<file path="config.mk">
export PLATFORM = sky130hd
export DESIGN_NAME = mmio_uart_bridge
export DESIGN_NICKNAME = d
export VERILOG_FILES = /design/src/rtl/mmio_uart_bridge.sv
export SDC_FILE = /design/constraint.sdc
export NUM_CORES = 1
export LEC_CHECK = 0
export BUFFER_PORTS_ARGS = -buffer_cell sky130_fd_sc_hd__buf_2
export CAP_MARGIN = 0
export CORE_MARGIN = 2
export CORE_UTILIZATION = 54
export DETAILED_ROUTE_END_ITERATION = 8
export GPL_ROUTABILITY_DRIVEN = 0
export PLACE_DENSITY = 0.85
export SLEW_MARGIN = 20
export SYNTH_ARGS = -nofsm -noshare
export SYNTH_HDL_FRONTEND = slang
export SYNTH_SLANG_ARGS = --single-unit
</file>
<file path="constraint.sdc">
create_clock -name clk -period 3.2 [get_ports clk]
set_clock_uncertainty 0.1 [all_clocks]
set_input_delay 0.64 -clock clk [delete_from_list [all_inputs] [get_ports clk]]
set_output_delay 0.64 -clock clk [all_outputs]
set_load 0.01 [all_outputs]
</file>
<file path="src/rtl/mmio_uart_bridge.sv">
// mmio_uart_bridge: memory-mapped UART bridge with TX/RX FIFOs, a LED
// register and an interrupt line, sitting on the EX/MEM load/store port.
module mmio_uart_bridge #(
    parameter int unsigned TX_DEPTH  = 8,
    parameter int unsigned RX_DEPTH  = 8,
    parameter int unsigned LED_WIDTH = 16
) (
    input  logic                 clk,
    input  logic                 rst,
    input  logic [31:0]          addr,
    input  logic [31:0]          wdata,
    input  logic                 we,
    input  logic                 re,
    output logic [31:0]          rdata,
    output logic                 hit,
    output logic [7:0]           uart_tx_data,
    output logic                 uart_tx_we,
    input  logic                 uart_tx_busy,
    input  logic [7:0]           uart_rx_data,
    input  logic                 uart_rx_valid,
    output logic                 uart_rx_re,
    output logic [LED_WIDTH-1:0] led_out,
    output logic                 irq
);

    localparam int unsigned TX_AW = $clog2(TX_DEPTH);
    localparam int unsigned TX_CW = TX_AW + 1;
    localparam int unsigned RX_AW = $clog2(RX_DEPTH);
    localparam int unsigned RX_CW = RX_AW + 1;

    localparam logic [31:0] ADDR_DATA   = 32'h1000_0000;
    localparam logic [31:0] ADDR_STATUS = 32'h1000_0004;
    localparam logic [31:0] ADDR_CTRL   = 32'h1000_0008;
    localparam logic [31:0] ADDR_LED    = 32'h2000_0000;

    typedef enum logic [1:0] {
        TX_IDLE  = 2'd0,
        TX_PULSE = 2'd1,
        TX_WAIT  = 2'd2
    } tx_state_t;

    typedef enum logic {
        RX_IDLE = 1'b0,
        RX_ACK  = 1'b1
    } rx_state_t;

    tx_state_t tx_state;
    rx_state_t rx_state;

    logic [7:0]       tx_mem [TX_DEPTH];
    logic [TX_AW-1:0] tx_wr_ptr;
    logic [TX_AW-1:0] tx_rd_ptr;
    logic [TX_CW-1:0] tx_count;

    logic [7:0]       rx_mem [RX_DEPTH];
    logic [RX_AW-1:0] rx_wr_ptr;
    logic [RX_AW-1:0] rx_rd_ptr;
    logic [RX_CW-1:0] rx_count;

    logic                 tx_ovf;
    logic                 rx_irq_en;
    logic                 tx_irq_en;
    logic [LED_WIDTH-1:0] led_q;

    logic sel_data, sel_status, sel_ctrl, sel_led;
    logic tx_full, tx_empty, rx_full, rx_nonempty;
    logic tx_push, tx_pop, rx_push, rx_pop;
    logic ovf_set, ovf_clr;

    // Only the low store byte and the LED field are architecturally used.
    logic unused_wdata_bits;
    assign unused_wdata_bits = ^wdata;

    // Exact-word address decode.
    assign sel_data   = (addr == ADDR_DATA);
    assign sel_status = (addr == ADDR_STATUS);
    assign sel_ctrl   = (addr == ADDR_CTRL);
    assign sel_led    = (addr == ADDR_LED);
    assign hit        = sel_data | sel_status | sel_ctrl | sel_led;

    assign tx_full     = (tx_count == TX_CW'(TX_DEPTH));
    assign tx_empty    = (tx_count == '0);
    assign rx_full     = (rx_count == RX_CW'(RX_DEPTH));
    assign rx_nonempty = (rx_count != '0);

    // Fullness is judged on the pre-edge count, so a same-cycle drain does not rescue a write.
    assign tx_push = we & sel_data & ~tx_full;
    assign ovf_set = we & sel_data & tx_full;
    assign ovf_clr = we & sel_status & wdata[3];
    assign tx_pop  = (tx_state == TX_IDLE) & ~tx_empty & ~uart_tx_busy;

    assign rx_pop  = re & sel_data & rx_nonempty;
    assign rx_push = (rx_state == RX_IDLE) & uart_rx_valid & ~rx_full;

    assign led_out = led_q;
    assign irq     = (rx_irq_en & rx_nonempty) | (tx_irq_en & tx_empty);

    // Load data mux; unmapped addresses read zero.
    always_comb begin
        rdata = 32'h0;
        if (sel_data) begin
            rdata = rx_nonempty ? {24'h0, rx_mem[rx_rd_ptr]} : 32'h0;
        end else if (sel_status) begin
            rdata = {8'h0, 8'(tx_count), 8'(rx_count),
                     4'h0, tx_ovf, tx_empty, tx_full, rx_nonempty};
        end else if (sel_ctrl) begin
            rdata = {30'h0, tx_irq_en, rx_irq_en};
        end else if (sel_led) begin
            rdata = 32'(led_q);
        end
    end

    // FIFO storage arrays; contents need no reset since pointers and counts gate them.
    always_ff @(posedge clk) begin
        if (tx_push) begin
            tx_mem[tx_wr_ptr] <= wdata[7:0];
        end
        if (rx_push) begin
            rx_mem[rx_wr_ptr] <= uart_rx_data;
        end
    end

    // TX FIFO pointers and occupancy.
    always_ff @(posedge clk) begin
        if (rst) begin
            tx_wr_ptr <= '0;
            tx_rd_ptr <= '0;
            tx_count  <= '0;
        end else begin
            if (tx_push) tx_wr_ptr <= tx_wr_ptr + TX_AW'(1);
            if (tx_pop)  tx_rd_ptr <= tx_rd_ptr + TX_AW'(1);
            case ({tx_push, tx_pop})
                2'b10:   tx_count <= tx_count + TX_CW'(1);
                2'b01:   tx_count <= tx_count - TX_CW'(1);
                default: tx_count <= tx_count;
            endcase
        end
    end

    // RX FIFO pointers and occupancy.
    always_ff @(posedge clk) begin
        if (rst) begin
            rx_wr_ptr <= '0;
            rx_rd_ptr <= '0;
            rx_count  <= '0;
        end else begin
            if (rx_push) rx_wr_ptr <= rx_wr_ptr + RX_AW'(1);
            if (rx_pop)  rx_rd_ptr <= rx_rd_ptr + RX_AW'(1);
            case ({rx_push, rx_pop})
                2'b10:   rx_count <= rx_count + RX_CW'(1);
                2'b01:   rx_count <= rx_count - RX_CW'(1);
                default: rx_count <= rx_count;
            endcase
        end
    end

    // Control registers: sticky overflow (set beats clear), interrupt enables, LEDs.
    always_ff @(posedge clk) begin
        if (rst) begin
            tx_ovf    <= 1'b0;
            rx_irq_en <= 1'b0;
            tx_irq_en <= 1'b0;
            led_q     <= '0;
        end else begin
            if (ovf_set) begin
                tx_ovf <= 1'b1;
            end else if (ovf_clr) begin
                tx_ovf <= 1'b0;
            end
            if (we && sel_ctrl) begin
                rx_irq_en <= wdata[0];
                tx_irq_en <= wdata[1];
            end
            if (we && sel_led) begin
                led_q <= wdata[LED_WIDTH-1:0];
            end
        end
    end

    // TX drain FSM: pop the head byte into the output register and strobe it for one cycle.
    always_ff @(posedge clk) begin
        if (rst) begin
            tx_state     <= TX_IDLE;
            uart_tx_we   <= 1'b0;
            uart_tx_data <= 8'h0;
        end else begin
            uart_tx_we <= 1'b0;
            case (tx_state)
                TX_IDLE: begin
                    if (tx_pop) begin
                        tx_state     <= TX_PULSE;
                        uart_tx_we   <= 1'b1;
                        uart_tx_data <= tx_mem[tx_rd_ptr];
                    end
                end
                TX_PULSE: tx_state <= TX_WAIT;
                TX_WAIT: begin
                    if (!uart_tx_busy) tx_state <= TX_IDLE;
                end
                default: tx_state <= TX_IDLE;
            endcase
        end
    end

    // RX capture FSM: take a byte only when there is room, then acknowledge it for one cycle.
    always_ff @(posedge clk) begin
        if (rst) begin
            rx_state   <= RX_IDLE;
            uart_rx_re <= 1'b0;
        end else begin
            uart_rx_re <= 1'b0;
            case (rx_state)
                RX_IDLE: begin
                    if (rx_push) begin
                        rx_state   <= RX_ACK;
                        uart_rx_re <= 1'b1;
                    end
                end
                RX_ACK:  rx_state <= RX_IDLE;
                default: rx_state <= RX_IDLE;
            endcase
        end
    end

endmodule

</file>
==> metrics.md, run 1 <==
| Metric | Value |
|---|---|
| CP max stage delay | `0.49 ns` |
| Max VDD drop | `roughly 0.47 mV` |
| Area of the multi-input gates | `~0.0028 sq mm` |
| Cell Area, Synth | `0.00790 sq mm` |
| Worst setup path startpoint | `addr[21]` |
| Critical path, cell by cell | `buf_2 > nor4b_1 > and4_1 > a32oi_1 > o32ai_1 > buf_2` |
| Sequential cell area | `0.00492 sq mm` |
| Leak | `3.35 nW` |
| Via/cell ratio | `6.01` |
| Wirelength per Cell | `between 20 and 25 um` |
| Worst Hold Launch | `tx_ovf` |
| Dpl cells | `842` |
| CP most frequent cell | `buf_2` |
| Initial Util | `0.548` |
| I/O Pins | `between 100 and 150` |
| Area added between synthesis and finish | `18.4%` |
| Fraction of layout cells with a size suffix above 1 | `0.320` |
| Predominant post-synthesis flop cell | `edfxtp_1` |
| Die area | `between 0.015 and 0.02 sq mm` |
| Kind of critical path | `primary input to output port` |
| HP Class | `flip-flop to flip-flop` |
| Initial antenna violation count | `0` |
| Hold_buf cts | `0` |
| Max Cap Viol | `0` |
| Root Buffer Master | `clkbuf_16` |
| Final nets | `766` |
| PortBufs | `109` |
| Vias in the first global route | `5239` |
| Pre-Repair DR Iteration Count | `7` |
| Final period utilization | `0.982` |
| Clock latency on the worst-skew pair | `0.43 ns` |
| Total gr overflow | `0` |
| CP Max Fanout | `4` |
| CP Capture Type | `output port` |
| Routed Antenna Nets | `0` |
| Outcome | `complete, no violations` |
| RR Endpoint | `tx_count[2]` |
| Slew @ Worst Pin | `between 0.8 and 0.9 ns` |
| Hpwl dp | `12700 um` |
| Avg Cell Area, Syn | `14.4 sq um` |
| Final WL | `17700 um` |
| Asr flop ratio synth | `0` |
| Yosys reg bits | `182` |
| Max Slew Vio Count | `0` |
| FMAX | `0.318 GHz` |
| Dominant cells by area after synthesis | `edfxtp_1 (49%), dfxtp_1 (14%), mux4_2 (9.1%)` |
| WP buf/inv | `2` |
| GRT Total Usage | `0.230` |
| Cts bufs inserted | `17` |
| Final setup fails | `0` |
| Pin count of the biggest net entering global routing | `42` |
| Core area | `0.0144 sq mm` |
| Post-synth top area share | `0.486` |
| CTS max path bufs | `2` |
| Max_slew headroom | `0.435` |
| Synth warn | `0` |
| Vias | `roughly 5300` |
| Final hold viol count | `0` |
| Drc violations | `0` |
| Initial DRC count | `493` |
| Final WS setup | `0.0570 ns` |
| Dpl ws | `-0.0481 ns` |
| Die H | `roughly 120 um` |
| Hold endpoint | `tx_ovf` |
| Seq/Total Area, Yosys | `0.623` |
| First-pass GRT wire length | `around 28000 um` |
| Count of flip-flops with a built-in enable after synthesis | `128` |
| CP delay by family, top | `simple AND/OR/NAND/NOR gates` |
| Hold depth | `2` |
| CP arrival | `2.40 ns` |
| PwrDens | `about 510 mW/mm^2` |
| Shortest period the worst path allows | `between 3 and 4 ns` |
| Die width | `125 um` |
| Startpoint Class | `primary input` |
| Non-Filler Instances | `a little under 900` |
| R2R setup slack | `0.27 ns` |
| Diodes inserted | `0` |
| FP Rows | `44` |
| Crit path depth | `6` |
| Reg2Reg Depth | `10` |
| Number of fill cells | `1007` |
| Crit path required time | `approximately 2.5 ns` |
| Synth unique cells | `56` |
| CTS H-tree lvls | `4` |
| Clk sinks | `182` |
| Post-Syn Instances | `547` |
| Clock Pin Slew Worst Setup and Hold Paths | `about 0.060 ns` |
| Final hold slack | `0.371 ns` |
| Reg-to-reg startpoint | `tx_count[1]` |
| CTS tree | `done` |
| Design Power | `4.73 mW` |
| Slowest-stage cell, CP | `o32ai_1` |
| Cell taking the most area after synthesis | `edfxtp_1` |
==> sequential cells by signal, summed over array words and instances (netlist names), named ones only <==
| name | cells |
|---|---|
| uart_tx_we | 1 |
| tx_mem | 64 |
| tx_wr_ptr | 3 |
| tx_irq_en | 1 |
| tx_rd_ptr | 3 |
| uart_tx_data | 8 |
| rx_wr_ptr | 3 |
| led_out | 16 |
| rx_count | 4 |
| tx_count | 4 |
| uart_rx_re | 1 |
| rx_rd_ptr | 3 |
| rx_mem | 64 |
| tx_ovf | 1 |
| tx_state | 2 |
| rx_irq_en | 1 |
==> what timing repair did <==
item                       in CTS  in global routing
resized for setup               0                  4
setup buffers                   0                  1
setup endpoints to repair       0                  8
==> metal layers <==
metal	up-vias	track usage	share of wire
met2	234	0.405	0.53
met4	0	0.0922	0.019
met5	-	0	0
met1	2597	0.276	0.38
li1	2393	-	-
met3	36	0.0522	0.070
==> cells in the final DEF, fill, tap and decap left out, types with 3 or more instances in the layout <==
cell type	Yosys	routed
mux2_1	3	3
nand4_1	24	24
buf_4	16	41
nand2_1	11	11
and2_1	10	10
mux4_2	32	32
clkbuf_16	0	17
or3_1	3	3
nand2b_1	9	9
nor4b_1	4	3
dfxtp_1	54	54
o21ai_0	4	4
o31ai_1	19	19
a211oi_1	9	9
inv_1	3	3
nor3_1	11	11
buf_2	15	109
a22o_1	5	5
o2bb2ai_1	5	5
mux2i_1	21	21
clkbuf_1	13	9
edfxtp_1	128	128
xor2_1	7	7
nor4_1	4	4
a21o_1	3	3
and4_1	3	3
nand3_1	4	4
ha_1	10	10
a21oi_1	31	31
conb_1	1	12
nor2b_1	7	7
nor2_1	36	36
xnor2_1	3	3
nor4_4	3	6
==> cells in the mapped netlist, drive strengths merged, types with 2 or more instances <==
library cell	number
mux4	32
a22o	5
a221o	2
and4	3
and2	10
inv	4
o22ai	2
and3b	2
mux2	5
mux2i	21
or4	2
ha	10
a21o	3
edfxtp	128
nand2b	9
or3	3
nand4	25
clkbuf	14
nor2b	7
o31ai	19
nand2	11
nor4	11
nand3	5
nor2	36
nor4b	4
a21oi	31
o21ai	4
nor3	13
a211oi	9
a22oi	2
buf	35
or2	2
o2bb2ai	5
xor2	7
dfxtp	54
xnor2	3
==> worst max-delay path by stage <==
stage          slack, ns          end
2_1_floorplan       0.21  rx_count[2]
3_3_place_gp         0.1  rx_count[3]
3_5_place_dp       -0.05  rx_count[2]
4_1_cts             0.05     rdata[4]
5_1_grt          -0.0006     rdata[5]
6_report            0.06     rdata[1]
==> logic make-up (layout without fill, tap and decap cells) <==
group	Yosys count	in the layout	share of synthesized area
AND/OR/NAND/NOR	146	146	0.114
adder cells (fa/ha/maj)	10	10	0.0158
other	1	12	0.000475
multiplexers	58	58	0.125
XOR/XNOR	10	10	0.0111
flip-flops	182	182	0.623
AO/OA/AOI/OAI	87	87	0.0746
buffers and inverters	53	186	0.0353
==> worst min-delay path, cell delays in order (launching register included) <==
cell     delay [ns]
dfxtp_1        0.31
o41ai_1        0.06
a21oi_1        0.05
==> layout make-up <==
cell class	instances	area share
clock buffer	28	0.0520
clock inverter	4	0.00776
inverter	4	0.00161
multi-input combinational	323	0.296
sequential	182	0.526
tap	184	0.0246
timing repair buffer	150	0.0912
==> per-stage QoR <==
step | cell area [sq um] | utilization | setup TNS [ns]
floorplan | 7940 | - | 0
global placement | 8750 | 0.607 | 0
detailed placement | 8750 | 0.607 | -0.0609
CTS | 9310 | 0.646 | 0
global route | 9350 | 0.649 | -0.000555
finish | 9350 | 0.649 | 0
==> report_power, final <==
part / switching [mW] / internal (mW)
Clock: 0.794 / 1.19
Sequential: 0.0144 / 2.54
Combinational: 0.119 / 0.0677
Total: 0.927 / 3.80
Power figures use the tool's default switching activity.
==> inputs of run 2 (changes only) <==
--- a/config.mk
+++ b/config.mk
@@ -7,11 +7,13 @@
 export LEC_CHECK = 0
 export BUFFER_PORTS_ARGS = -buffer_cell sky130_fd_sc_hd__buf_2
 export CAP_MARGIN = 0
+export CELL_PAD_IN_SITES_DETAIL_PLACEMENT = 0
+export CELL_PAD_IN_SITES_GLOBAL_PLACEMENT = 1
 export CORE_MARGIN = 2
-export CORE_UTILIZATION = 54
+export CORE_UTILIZATION = 49
 export DETAILED_ROUTE_END_ITERATION = 8
 export GPL_ROUTABILITY_DRIVEN = 0
-export PLACE_DENSITY = 0.85
+export PLACE_DENSITY = 0.92
 export SLEW_MARGIN = 20
 export SYNTH_ARGS = -nofsm -noshare
 export SYNTH_HDL_FRONTEND = slang
==> constraint.sdc (replaced) <==
create_clock -name clk -period 3.82 [get_ports clk]
set_clock_uncertainty 0.1 [all_clocks]
set_input_delay 0.764 -clock clk [delete_from_list [all_inputs] [get_ports clk]]
set_output_delay 0.764 -clock clk [all_outputs]
set_load 0.01 [all_outputs]
==> run 2 against run 1 <==
Against the previous run: sequential share of layout area is 0.53 points higher; utilization is 6.3 points lower; critical path type unchanged; clock power is 13% lower; combinational power is 20% lower; critical endpoint is now rdata[0].
==> metrics.md, run 2 (synthesized netlist as in run 1, its figures left out) <==
| Metric | Value |
|---|---|
| Outcome | `complete, no violations` |
| PortBufs | `109` |
| Root Buffer Master | `clkbuf_16` |
| CP Max Fanout | `15` |
| Via/cell ratio | `about 5.7` |
| CP arrival | `2.62 ns` |
| Post-Route Utilization | `0.585` |
| Startpoint Class | `primary input` |
| Fraction of layout cells with a size suffix above 1 | `0.307` |
| Vias in the first global route | `5035` |
| Internal power | `3.22 mW` |
| Hpwl dp | `12300 um` |
| Slew @ Worst Pin | `~0.91 ns` |
| Die H | `around 130 um` |
| Final setup TNS | `0 ns` |
| Critical path, cell by cell | `buf_2 > nor4_4 > nand4_4 > or3_1 > o2bb2ai_1 > buf_2` |
| Initial antenna violation count | `2` |
| CP delay by family, top | `simple AND/OR/NAND/NOR gates` |
| Reg-to-reg startpoint | `tx_count[1]` |
| Final hold viol count | `0` |
| Max Cap Viol | `0` |
| Routed Antenna Nets | `0` |
| Pin count of the biggest net entering global routing | `42` |
| Clock power share | `0.429` |
| # Post-CTS Setup Buffers | `0` |
| WP buf/inv | `2` |
| Combinational Power Share | `0.037` |
| Hold_buf cts | `0` |
| CTS tree | `done` |
| Psw | `791 uW` |
| Drc violations | `0` |
| Die area | `0.0172 sq mm` |
| Switch share | `0.197` |
| Worst Hold Launch | `tx_ovf` |
| Final period utilization | `0.911` |
| Core area | `about 0.016 sq mm` |
| HP Class | `flip-flop to flip-flop` |
| Max Slew Vio Count | `0` |
| Clock Pin Slew Worst Setup and Hold Paths | `0.06 ns` |
| Final WL | `roughly 17000 um` |
| Die width | `131 um` |
| Clk sinks | `182` |
| Total gr overflow | `0` |
| Crit path required time | `2.96 ns` |
| RSZ-0062 raised after global routing | `no` |
| Initial DRC count | `between 300 and 400` |
| Reg power frac | `0.534` |
| CP max stage delay | `around 0.56 ns` |
| First-pass GRT wire length | `26500 um` |
| CP most frequent cell | `buf_2` |
| Clock latency on the worst-skew pair | `0.43 ns` |
| CTS H-tree lvls | `4` |
| FP Rows | `46` |
| Shortest period the worst path allows | `3.48 ns` |
| Final nets | `749` |
| Cts bufs inserted | `17` |
| PwrDens | `~430 mW/mm^2` |
| Leak | `3.27 nW` |
| Max VDD drop | `roughly 0.65 mV` |
| CP Capture Type | `output port` |
| Commonest non-fill, non-tap cells in the layout | `edfxtp_1 (128), buf_2 (109), dfxtp_1 (53)` |
| Pre-Repair DR Iteration Count | `5` |
| Kind of critical path | `primary input to output port` |
| Area added between synthesis and finish | `17.2%` |
| Worst setup path startpoint | `addr[10]` |
| GRT Total Usage | `0.210` |
| Commonest non-fill, non-tap cell in the layout | `edfxtp_1` |
| Number of fill cells | `1230` |
| Wirelength per Cell | `19.3 um` |
| CTS max path bufs | `2` |
| Max_slew headroom | `0.392` |
| Slowest-stage cell, CP | `or3_1` |
| FMAX | `0.287 GHz` |
| Cts repair resizes | `0` |
| I/O Pins | `138` |
| Vias | `5056` |
| Initial Util | `0.499` |
| Final setup fails | `0` |
run 2: cell count changes in the layout (fill, tap and decap cells not counted), sizes merged:
| cell | previous run | this run |
|---|---|---|
| clkinv | 1 | 6 |
| clkinvlp | 1 | 2 |
| clkbuf | 28 | 21 |
| bufinv | 2 | 3 |
| buf | 150 | 133 |
| diode | 0 | 2 |
run 2: area by class of cell:
| class | count | area, sq um | area share |
|---|---|---|---|
| Sequential cell | 182 | 4930 | 0.532 |
| Clock buffer | 21 | 450 | 0.0486 |
| Antenna cell | 2 | 5.00 | 0.000540 |
| Tap cell | 216 | 270 | 0.0292 |
| Timing Repair Buffer | 133 | 726 | 0.0783 |
| Multi-Input combinational cell | 323 | 2740 | 0.296 |
| Inverter | 4 | 15.0 | 0.00162 |
| Clock inverter | 11 | 131 | 0.0142 |
run 2: stage by stage:
step / setup WS, ns / hold slack [ns] / area (sq um) / cells / total power [mW]
CTS: 0.383 / 0.372 / 9260 / 890 / 4.04
finish: 0.341 / 0.369 / 9260 / 892 / 4.01
global placement: 0.410 / 0.354 / 8670 / 858 / 2.32
floorplan: 0.703 / 0.338 / 7940 / 558 / 2.26
global route: 0.256 / 0.400 / 9260 / 890 / 4.14
detailed placement: 0.393 / 0.362 / 8680 / 858 / 2.33
run 2: power groups by stage:
stage	combinational (mW)	clock [mW]	sequential, mW
floorplan	0.0775	0	2.18
global placement	0.140	0	2.18
detailed placement	0.149	0	2.18
CTS	0.149	1.75	2.14
global route	0.165	1.83	2.14
finish	0.149	1.72	2.14
run 2: worst paths after layout:
path | end | slack [ns] | cells past startpoint
worst max-delay path | rdata[0] | 0.34 | 6
worst max register to register | tx_count[2] | 0.79 | 10
worst min-delay path | tx_ovf | 0.37 | 2
worst min register to register | tx_ovf | 0.37 | 2
run 2: per-layer routing:
metal,up-vias,GRT usage,share of wire
li1,2354,-,-
met1,2501,0.246,0.39
met2,165,0.368,0.52
met3,36,0.0594,0.065
met4,0,0.0820,0.026
met5,-,0,0
run 2: worst register-to-register path: stages, from the launching register on:
cell and delay (ns):
dfxtp_1 0.40, nor4b_1 0.73, nor2_1 0.21, nand3_2 0.23, ha_1 0.31, xor2_1 0.17, ha_1 0.17, a21oi_1 0.05
xor2_1 0.16, or3_1 0.31, a21oi_1 0.14
